===== src/rtl/pb_event_capture_pkg.sv =====
// Shared definitions for the pushbutton event-capture block: register map,
// press-counter geometry and the saturating increment used by the counters.
package pb_event_capture_pkg;

  typedef enum logic [1:0] {
    REG_STATUS = 2'd0,
    REG_MASK   = 2'd1,
    REG_EDGE   = 2'd2,
    REG_COUNT  = 2'd3
  } reg_addr_e;

  localparam int                 COUNT_W   = 8;
  localparam logic [COUNT_W-1:0] COUNT_MAX = 8'd255;

  function automatic logic [COUNT_W-1:0] sat_inc(input logic [COUNT_W-1:0] v);
    return (v == COUNT_MAX) ? v : v + 1'b1;
  endfunction

endpackage


===== src/rtl/pb_debounce.sv =====
// One pushbutton: 2-FF synchronizer, polarity normalisation, debounce counter
// and a one-cycle pulse when the debounced state goes released -> pressed.
module pb_debounce #(
  parameter int DEBOUNCE_CYCLES = 1000000,
  parameter int PB_ACTIVE_LOW   = 1
) (
  input  logic clk,
  input  logic rst_n,
  input  logic pin,
  output logic stable,
  output logic press_pulse
);

  localparam int               CNT_W    = $clog2(DEBOUNCE_CYCLES);
  localparam logic [CNT_W-1:0] TERM     = CNT_W'(DEBOUNCE_CYCLES - 1);
  localparam logic             RELEASED = (PB_ACTIVE_LOW != 0);

  logic             sync1;
  logic             sync2;
  logic             p;
  logic [CNT_W-1:0] cnt;

  assign p = (PB_ACTIVE_LOW != 0) ? ~sync2 : sync2;

  // Sync flops come out of reset at the released pin level so that leaving
  // reset never looks like a press.
  // NOTE: all state updates use non-blocking assignments so every flop samples
  // pre-edge values, independent of statement order.
  always_ff @(posedge clk or negedge rst_n) begin
    if (!rst_n) begin
      sync1       <= RELEASED;
      sync2       <= RELEASED;
      cnt         <= '0;
      stable      <= 1'b0;
      press_pulse <= 1'b0;
    end else begin
      sync1       <= pin;
      sync2       <= sync1;
      press_pulse <= 1'b0;
      if (p == stable) begin
        cnt <= '0;
      end else if (cnt == TERM) begin
        stable      <= p;
        cnt         <= '0;
        press_pulse <= p;
      end else begin
        cnt <= cnt + 1'b1;
      end
    end
  end

endmodule


===== src/rtl/pb_event_capture.sv =====
// Pushbutton event capture: per-button debounce, sticky press flags, press
// counters, level irq and a 4-word Avalon-MM slave with read latency 1.
module pb_event_capture
  import pb_event_capture_pkg::*;
#(
  parameter int NUM_PB          = 2,
  parameter int DEBOUNCE_CYCLES = 1000000,
  parameter int PB_ACTIVE_LOW   = 1
) (
  input  logic              clk_clk,
  input  logic              reset_reset_n,
  input  logic [NUM_PB-1:0] pb_in,
  input  logic [1:0]        avs_address,
  input  logic              avs_read,
  input  logic              avs_write,
  input  logic [31:0]       avs_writedata,
  output logic [31:0]       avs_readdata,
  output logic              irq,
  output logic [NUM_PB-1:0] pb_pressed
);

  // The COUNT word holds four bytes; buttons beyond the fourth are not counted.
  localparam int NUM_CNT = (NUM_PB < 4) ? NUM_PB : 4;

  logic [NUM_PB-1:0]  press;
  logic [NUM_PB-1:0]  mask_q;
  logic [NUM_PB-1:0]  edge_q;
  logic [COUNT_W-1:0] press_count [NUM_CNT];
  logic [31:0]        rd_data;
  reg_addr_e          addr;
  logic               wr_mask;
  logic               wr_edge;
  logic               wr_count;
  logic               unused_wdata;

  for (genvar g = 0; g < NUM_PB; g++) begin : g_pb
    pb_debounce #(
      .DEBOUNCE_CYCLES (DEBOUNCE_CYCLES),
      .PB_ACTIVE_LOW   (PB_ACTIVE_LOW)
    ) u_debounce (
      .clk         (clk_clk),
      .rst_n       (reset_reset_n),
      .pin         (pb_in[g]),
      .stable      (pb_pressed[g]),
      .press_pulse (press[g])
    );
  end

  assign addr         = reg_addr_e'(avs_address);
  assign wr_mask      = avs_write && (addr == REG_MASK);
  assign wr_edge      = avs_write && (addr == REG_EDGE);
  assign wr_count     = avs_write && (addr == REG_COUNT);
  assign unused_wdata = &{1'b0, avs_writedata[31:NUM_PB]};

  // A press in the same cycle as a W1C or a count clear wins over the clear.
  // NOTE: the small counter array is explicitly reset; it is a register file,
  // not a RAM, and software expects zero counts after reset.
  always_ff @(posedge clk_clk or negedge reset_reset_n) begin
    if (!reset_reset_n) begin
      mask_q       <= '0;
      edge_q       <= '0;
      irq          <= 1'b0;
      avs_readdata <= '0;
      for (int i = 0; i < NUM_CNT; i++) press_count[i] <= '0;
    end else begin
      if (wr_mask) mask_q <= avs_writedata[NUM_PB-1:0];
      edge_q <= (edge_q & ~(wr_edge ? avs_writedata[NUM_PB-1:0] : '0)) | press;
      irq    <= |(edge_q & mask_q);
      for (int i = 0; i < NUM_CNT; i++) begin
        if (press[i])      press_count[i] <= wr_count ? COUNT_W'(1) : sat_inc(press_count[i]);
        else if (wr_count) press_count[i] <= '0;
      end
      if (avs_read) avs_readdata <= rd_data;
    end
  end

  // NOTE: rd_data gets a full default before the case so no latch is inferred.
  always_comb begin
    rd_data = '0;
    case (addr)
      REG_STATUS: rd_data[NUM_PB-1:0] = pb_pressed;
      REG_MASK:   rd_data[NUM_PB-1:0] = mask_q;
      REG_EDGE:   rd_data[NUM_PB-1:0] = edge_q;
      REG_COUNT: begin
        for (int i = 0; i < NUM_CNT; i++) rd_data[i*COUNT_W +: COUNT_W] = press_count[i];
      end
      default: ;
    endcase
  end

endmodule


===== config.mk =====
export PLATFORM = sky130hd
export DESIGN_NAME = pb_event_capture
export DESIGN_NICKNAME = d
export VERILOG_FILES = /design/src/rtl/pb_event_capture_pkg.sv /design/src/rtl/pb_debounce.sv /design/src/rtl/pb_event_capture.sv
export SDC_FILE = /design/constraint.sdc
export NUM_CORES = 1
export LEC_CHECK = 0
export ABC_AREA = 1
export CAP_MARGIN = 5
export CORE_ASPECT_RATIO = 0.75
export CORE_MARGIN = 4
export CORE_UTILIZATION = 46
export DETAILED_ROUTE_END_ITERATION = 6
export DONT_BUFFER_PORTS = 1
export PLACE_DENSITY_LB_ADDON = 0.25
export SETUP_SLACK_MARGIN = 0.4
export SLEW_MARGIN = 20
export SYNTH_ARGS = -nofsm -noshare
export SYNTH_HDL_FRONTEND = slang
export SYNTH_SLANG_ARGS = --single-unit

===== constraint.sdc =====
create_clock -name clk_clk -period 3.2 [get_ports clk_clk]
set_input_delay 0.48 -clock clk_clk [delete_from_list [all_inputs] [get_ports clk_clk]]
set_output_delay 0.48 -clock clk_clk [all_outputs]
set_load 0.05 [all_outputs]

======== Word-level counts from Yosys, hierarchy flattened ========
Cells that the tools add are included.
W data, S select, Z words.
storage, ports and cells
  register bits after elaboration ......... 85
  input bits .............................. 40
  word-level logic and storage cells ...... 68
  bits in latches ......................... 0
  bits in writable memories ............... 0
  ROM bits ................................ 0
  memories ................................ 0
operators by class
  add/subtract/negate cells ............... 4
  mux-type cells .......................... 18
  divide/modulo/power cells ............... 0
  shifts and indexed selects .............. 0
  $lt $le $gt $ge ......................... 0
  bitwise gates (word level) .............. 8
  reductions and logical operators ........ 11
  multiply operators ...................... 0
  equality and inequality tests ........... 11
operator list
  cell                     number
  $mux W20                 4
  $mux W8                  7
  $add A20 B1 Y20 const B  2
  $eq A20 B20 Y1 const B   2
  $add A8 B1 Y8 const B    2
  $eq A8 B8 Y1 const B     2
  $mux W14                 1
  $pmux W2 S4              1
  $reduce_and A2 Y1        4
  $and A2 B2 Y2            2
  $eq A2 B2 Y1 const B     2
  $mux W1                  4
  $ne A2 B2 Y1 const B     2
  $not A1 Y1               4
  $reduce_bool A2 Y1       2
  $logic_and A1 B1 Y1      3
  $eq A1 B1 Y1             2
  $eq A2 B1 Y1 const B     1
  $logic_not A2 Y1         1
  $mux W2                  1
  $not A2 Y2               1
  $or A2 B2 Y2             1
  $reduce_or A2 Y1         1

======== Logic depth before layout (Yosys ltp) ========
Gate-level depths: netlist of run 1.
  depth in word-level cells ............... 6
  mapped depth ............................ 9
  mapped depth without buffers ............ 9

======== Cells and area by module ========
A second synthesis of run 1 with hierarchy kept.
second synthesis, totals
  cells, all modules ...................... 591
  area total of the unflattened synthesis .. 4698.3 sq um
modules (own cells, without submodules)
  module            cells an instance  sequential area each (sq um)  area an instance (sq um)  instances
  pb_debounce       166                603.1                         1343.8                    2
  pb_event_capture  259                925.9                         2010.7                    1

======== Worst setup path before layout of run 1 ========
No wires, ideal clock.
  path type ............................... register to register
  start point ............................. reg g_pb[0].u_debounce.cnt[0]
  end point ............................... reg g_pb[0].u_debounce.cnt[10]
  path slack .............................. 1.898 ns
  cell stages (with the launch flop) ...... 8
  required time ........................... 3.076 ns
  library setup time ...................... 0.124 ns
  data arrival time ....................... 1.178 ns
  cells stage by stage .................... dfrtp_1 > ha_1 > nand2_1 > nor2_1 > nand3_1 > nor2_4 > xor2_1 > nor2_1
on the way
  longest elaborated chain between the ends .. 3
  elaborated cells between the ends (all ways) .. 4
  classes of those cells .................. add/sub (1); eq/ne (1); mux (2)
RTL lines
  item                                               line                                  source
  start: declaration                                 pb_debounce.sv:21                     logic [CNT_W-1:0] cnt;
  start signal: assignment                           pb_debounce.sv:47                     cnt <= cnt + 1'b1;
  $add A20 B1 Y20 or $eq A20 B20 Y1 (tied branches)  pb_debounce.sv:47, pb_debounce.sv:42
  $mux W20 *                                         pb_debounce.sv:42                     end else if (cnt == TERM) begin
  $mux W20 *                                         pb_debounce.sv:40                     if (p == stable) begin
Mark *: on every way between the ends. The rest lies on a longest branch, timed or not.
A chain may end at the register's enable or synchronous reset.

======== Final worst setup path of run 1 ========
  start point ............................. reg g_pb[0].u_debounce.stable
  end point ............................... reg g_pb[0].u_debounce.cnt[2]
on the way
  longest elaborated chain between the ends .. 2
RTL lines
  item                      line               source
  start: declaration        pb_debounce.sv:10  output logic stable,
  start signal: assignment  pb_debounce.sv:43  stable <= p;
  $eq A1 B1 Y1              pb_debounce.sv:40
  $mux W20                  pb_debounce.sv:40
No other way between the ends.

==> results.json, run 1 <==
{
  "pwr_density_cell_nw_per_um2": 449,
  "drt-vias-per-instance": 5.02,
  "grt_total_usage": 0.173,
  "post-route-util": 0.512,
  "final_cell_area_sq_um": 4970,
  "netlist_instances": 573,
  "post-route-period-util": 0.531,
  "synth_area_leader": "dfrtp_1",
  "tritoncts": "done",
  "drc_errors": 0,
  "cp_buf_inv_count": 1,
  "worst_skew_pair.late_latency_ps": 340,
  "finalCriticalPeriod_ps": 1700,
  "clock_power_share": 0.443,
  "net-switching-power_mw": 0.579,
  "first_global_vias": 3409,
  "finalSetupTns_ps": 0,
  "portBuffers": 0,
  "ys_seq_elements": 85,
  "worst_path_slowest_cell": "dfrtp_1",
  "worst-endpoint-required_ps": 3450,
  "fp.dieW_um": 123,
  "grt_first_pass_wirelength_um": 16100,
  "drt_iter0_drc": 264,
  "power.share.combinational": 0.055,
  "final_antenna_net_count": 0,
  "yosysSeqAreaShare": 0.464,
  "worst_ep_arrival_time_ps": 1950,
  "via_count": 3586,
  "layout-drive-gt1-share": 0.110,
  "postSynthAreaPerCell_sq_um": 8.01,
  "critical-path-top-delay-family": "flip-flops",
  "place_hpwl_um": 6880,
  "initial_antenna_violation_count": 0,
  "grt_start_max_net_pins": 86,
  "cellInternalPower_mw": 1.65,
  "synthesis.yosys.warnings": 0,
  "register_area_sq_um": 2130,
  "crit_path_end_kind": "register",
  "postPlaceCellArea_sq_um": 4650,
  "fp-row-count": 31,
  "detail_route.wl_per_cell_um": 13.1,
  "classification_of_the_worst_slack_hold_path": "input port to asynchronous set/reset pin",
  "grt_setup_unrepaired": "false",
  "timing.fmax_ghz": 0.588,
  "worst_slew_pin_slew_ps": 737,
  "max_cap_viol_count": 0,
  "static-leakage-power_nw": 2.17,
  "result_of_the_run": "complete, no violations",
  "postSynth.asyncResetShare": 1.00,
  "design.die.area_sq_um": 11700,
  "area_overhead_of_the_layout_relative_to_synthesis_pct": 8.23,
  "initial_core_util": 0.473,
  "multiInputGateArea_sq_um": 2120,
  "clk_sinks": 85,
  "timing.critical_path.cells": "xnor2_2 > inv_1 > nor3b_1",
  "wl_um": 9360,
  "grt_remaining_overflow": 0,
  "worstSetupPathType": "register to register",
  "synth.area.top_cells": "dfrtp_1 44%, nand2_1 10%, nor2_1 7.5%",
  "nFillCells": 930,
  "dieHeight_um": 94.5,
  "sequential_share_of_power": 0.502,
  "synth-edff-count": 0,
  "timing.final.setup_violations": 0,
  "cell_types_with_the_highest_counts_after_synthesis": "122 x nand2_1, 92 x nor2_1, 81 x dfrtp_1, 57 x inv_1, 53 x nand3_1",
  "antennaDiodeCount": 0,
  "timing.critical_path.slowest_cell_delay_ps": 640,
  "synth_largest_type_area_fraction": 0.442,
  "slew-limit-headroom": 0.509,
  "clock_path_buffers": 2,
  "clk_transition_reported_paths_ps": 70,
  "placer_congestion_estimate": 0.892,
  "synth.distinct_cells": 36,
  "final_hold_violating_endpoints": 0,
  "synth_most_common_cell": "nand2_1",
  "number_of_clock_buffers_inserted_by_tritoncts": 9,
  "post_synth_instance_area_sq_um": 4590,
  "synth-main-ff-cell": "dfrtp_1",
  "htree_num_levels": 3,
  "finalMaxSlewViolations": 0,
  "design.portCount": 75,
  "critPathMaxFanout": 8,
  "worst_clock_skew_ps": 6.08,
  "start_kind": "register",
  "core_area_sq_um": 9700,
  "vdd_drop_max_v": 0.000317,
  "nets": 621,
  "library_cell_used_as_clock_root_buffer": "clkbuf_16",
  "sw_frac_of_total": 0.260,
  "drtPass1Iterations": 4
}
==> registers in the layout, indices dropped and copies added (netlist names) <==
register and count:
g_pb.u_debounce.cnt 40, avs_readdata 16, press_count 16, edge_q 2, g_pb.u_debounce.press_pulse 2, g_pb.u_debounce.stable 2
g_pb.u_debounce.sync1 2, g_pb.u_debounce.sync2 2, mask_q 2, irq 1
==> worst reg2reg max path: stages, from the launching register on <==
cell and delay, ps:
dfrtp_1 640, xnor2_2 470, inv_1 260, nor3b_1 240
==> per-stage QoR <==
| stage | power (mW) | setup slack (ps) | instances | hold WS, ps |
|---|---|---|---|---|
| 5_1_grt | 2.32 | 1340 | 714 | 63.4 |
| 3_3_place_gp | 1.24 | 1540 | 697 | 189 |
| 6_report | 2.23 | 1500 | 714 | 16.9 |
| 4_1_cts | 2.26 | 1490 | 714 | 53.6 |
| 2_1_floorplan | 1.24 | 1900 | 588 | 184 |
| 3_5_place_dp | 1.24 | 1500 | 697 | 189 |
==> repair_timing <==
action / in CTS / in global routing
hold buffers: 1 / 0
endpoints found under the hold margin: 85 / 0
resized for setup: 0 / 0
buffers inserted: 0 / 0
==> cells in the final DEF, fill, tap and decap left out, types with 2 or more instances in the layout <==
cell type and instances:
nor2_1 92, nor2_4 10, xnor2_1 3, o31ai_1 9, dfstp_2 4, a21oi_1 17, inv_2 5, xor2_1 15
conb_1 16, clkinv_4 2, o21ai_1 9, dfrtp_1 81, clkbuf_16 9, o21ai_0 19, inv_1 57, nand2_1 122
clkinvlp_4 2, nand3_2 3, nor3_1 4, nand2_2 13, nand3_1 53, o2111ai_1 2, nor2_2 5, nand4_1 10
ha_1 4, nor3b_1 2
==> power groups by stage <==
stage	clock network (mW)	logic, mW	registers (mW)
after floorplan	0	0.103	1.14
after global placement	0	0.0964	1.14
after detailed placement	0	0.0990	1.14
after CTS	1.02	0.124	1.12
after global routing	1.06	0.137	1.12
final	0.989	0.122	1.12
==> final cells by class <==
| type | count | area share |
|---|---|---|
| clock inverter | 7 | 0.0126 |
| sequential | 85 | 0.429 |
| tap | 132 | 0.0332 |
| timing repair buffer | 1 | 0.00554 |
| multi-input combinational | 418 | 0.427 |
| clock buffer | 9 | 0.0453 |
| inverter | 62 | 0.0468 |
==> cells by family after synthesis <==
kind of cell | synth area share
compound gates | 0.0711
simple gates | 0.324
xor+xnor | 0.0439
other cells | 0.000817
fa+ha+maj | 0.0109
flops | 0.464
buf+inv | 0.0853
==> final timing paths <==
check	startpoint	end	slack (ps)	cells past startpoint
max	g_pb[0].u_debounce.stable	g_pb[0].u_debounce.cnt[2]	1500	3
min	reset_reset_n	g_pb[1].u_debounce.cnt[11]	20	1
max reg2reg	g_pb[0].u_debounce.stable	g_pb[0].u_debounce.cnt[2]	1500	3
min reg2reg	g_pb[1].u_debounce.sync1	g_pb[1].u_debounce.sync2	350	0
max in group asynchronous	reset_reset_n	g_pb[0].u_debounce.sync2	2770	1
min in group clk_clk	pb_in[0]	g_pb[0].u_debounce.sync1	140	0
==> layer usage <==
metal,GRT usage,wire length (um),vias up
li1,-,-,1814
met1,0.253,4690,1693
met2,0.249,4080,64
met3,0.0491,471,15
met4,0.0498,127,0
met5,0,0,-
No activity file was read; power rests on OpenSTA's default activity.
==> run 2: changes to the inputs <==
Clock period 3.2 ns to 1.75 ns, I/O delays scaled along.
==> run 2 against run 1 <==
The flow now finishes with violations (negative hold slack). Clock skew up 2.3 ps. Worst setup slack worse by 1200 ps. Worst hold slack worse by 400 ps. Maximum frequency up 21%. Utilization up 5.1 points. Critical endpoint is now press_count[8]. Largest cell class is now multi-input gates.
==> results.json, run 2 (synthesized netlist as in run 1, its figures left out) <==
{
  "ctsHoldBuffers": 2,
  "hold_ws_ps": -388,
  "tritoncts": "done",
  "grt_setup_unrepaired": "true",
  "finalSetupTns_ps": 0,
  "finalMaxSlewViolations": 0,
  "portBuffers": 0,
  "layout-drive-gt1-share": 0.230,
  "crit_path_end_kind": "register",
  "via_count": 3773,
  "worst_clock_skew_ps": 8.37,
  "drt_iter0_drc": 333,
  "worst_ep_arrival_time_ps": 1630,
  "design.portCount": 75,
  "wl_um": 10100,
  "htree_num_levels": 3,
  "grt_most_used_layer": "met2",
  "multiInputGateArea_sq_um": 2380,
  "grt_remaining_overflow": 0,
  "finalPower_mw": 4.20,
  "layout.cells.most_common_list": "113 x nand2_1, 81 x nor2_1, 77 x dfrtp_1, 51 x inv_1, 43 x nand3_1",
  "post-route-util": 0.564,
  "detail_route.wl_per_cell_um": 13.6,
  "critPathMaxFanout": 5,
  "worst_skew_pair.late_latency_ps": 340,
  "nets": 652,
  "register_area_sq_um": 2140,
  "library_cell_used_as_clock_root_buffer": "clkbuf_16",
  "drc_errors": 0,
  "cp_buf_inv_count": 1,
  "grt_total_usage": 0.181,
  "vdd_drop_max_v": 0.000638,
  "grt.met3_usage": 0.0533,
  "dp_worst_setup_slack_ps": 262,
  "design.die.area_sq_um": 11700,
  "fp-row-count": 31,
  "worst_path_slowest_cell": "dfrtp_1",
  "final.setup.worst_slack_ps": 350,
  "post-route-period-util": 0.800,
  "timing.fmax_ghz": 0.714,
  "core_area_sq_um": 9700,
  "clk_sinks": 85,
  "largest_register_ff_count": 40,
  "classification_of_the_worst_slack_hold_path": "input port to asynchronous set/reset pin",
  "place_hpwl_um": 6860,
  "max_cap_viol_count": 0,
  "grt_start_max_net_pins": 86,
  "number_of_clock_buffers_inserted_by_tritoncts": 9,
  "timing.critical_path.cells": "ha_2 > nand2_2 > inv_2 > nand4_1 > nand2_2 > nand2_4 > nand2_2 > o21ai_1",
  "antennaDiodeCount": 0,
  "timing.critical_path.slowest_cell_delay_ps": 370,
  "final_antenna_net_count": 0,
  "start_kind": "register",
  "area_overhead_of_the_layout_relative_to_synthesis_pct": 19.1,
  "layout_commonest_cell": "nand2_1",
  "result_of_the_run": "finished, violations left",
  "pwr_density_cell_nw_per_um2": 768,
  "grt_first_pass_wirelength_um": 16700,
  "clk_transition_reported_paths_ps": 70,
  "first_global_vias": 3473,
  "timing.final.setup_violations": 0,
  "worstSetupPathType": "register to register",
  "clock_path_buffers": 2,
  "grt_util_met1": 0.260,
  "drt-vias-per-instance": 5.06,
  "regMostFlops": "g_pb.u_debounce.cnt",
  "static-leakage-power_nw": 2.36,
  "critical-path-top-delay-family": "simple AND/OR/NAND/NOR gates",
  "final_hold_violating_endpoints": 85,
  "nFillCells": 881,
  "worst-endpoint-required_ps": 1980,
  "biggest_registers_after_layout": "g_pb.u_debounce.cnt x40, avs_readdata x16, press_count x16",
  "drtPass1Iterations": 6,
  "grt_use_met2": 0.263,
  "violated_checks": "negative hold slack",
  "dieHeight_um": 94.5,
  "initial_core_util": 0.473,
  "initial_antenna_violation_count": 0,
  "fp.dieW_um": 123,
  "timing.critical_path.mode_cell": "nand2_2",
  "placer_congestion_estimate": 0.895,
  "finalCriticalPeriod_ps": 1400
}
run 2: metrics by stage:
step                      instances  instance area (sq um)
final                           745                   5470
after global routing            745                   5470
after CTS                       731                   5180
after detailed placement        702                   4690
after global placement          702                   4690
after floorplan                 588                   4650
run 2: layout make-up:
class,instances,area share
clock buffer,11,0.0444
clock inverter,5,0.0108
inverter,62,0.0442
multi-input combinational,419,0.435
sequential,85,0.391
tap,132,0.0302
timing repair buffer,31,0.0449
run 2: path summary, 6_finish.rpt:
path / cells past startpoint / to / slack (ps) / startpoint
worst max-delay path: 8 / press_count[8] / 350 / press_count[9]
worst min-delay path: 0 / g_pb[1].u_debounce.cnt[13] / -390 / reset_reset_n
worst max register to register: 8 / press_count[8] / 350 / press_count[9]
worst min register to register: 0 / g_pb[0].u_debounce.sync2 / 360 / g_pb[0].u_debounce.sync1
max in group asynchronous: 0 / g_pb[0].u_debounce.sync1 / 1920 / reset_reset_n
min in group clk_clk: 2 / avs_readdata[9] / 70 / avs_read
run 2: where the power goes:
group / leakage, nW / internal, mW / switching (mW) / total, mW
clock network: 0.142 / 1.15 / 0.784 / 1.93
registers: 1.16 / 2.00 / 0.0514 / 2.05
logic: 1.06 / 0.0560 / 0.160 / 0.216
run 2: routing by layer:
| metal | routed length (um) | up-vias | share of wire |
|---|---|---|---|
| met5 | 0 | - | 0 |
| met4 | 102 | 0 | 0.010 |
| met3 | 600 | 9 | 0.059 |
| met2 | 4690 | 99 | 0.46 |
| met1 | 4740 | 1783 | 0.47 |
| li1 | - | 1882 | - |
run 2: timing repair:
action,4_1_cts,5_1_grt
pin swaps,15,23
gates resized for setup,22,52
gates cloned,1,0
endpoints found under the setup margin,39,55
hold endpoints to repair,87,85
buffers inserted,10,14
run 2: worst reg2reg max path, cell delays in order (launching register included):
cell and delay (ps):
dfrtp_1 370, ha_2 200, nand2_2 70, inv_2 90, nand4_1 150, nand2_2 200
nand2_4 90, nand2_2 60, o21ai_1 50
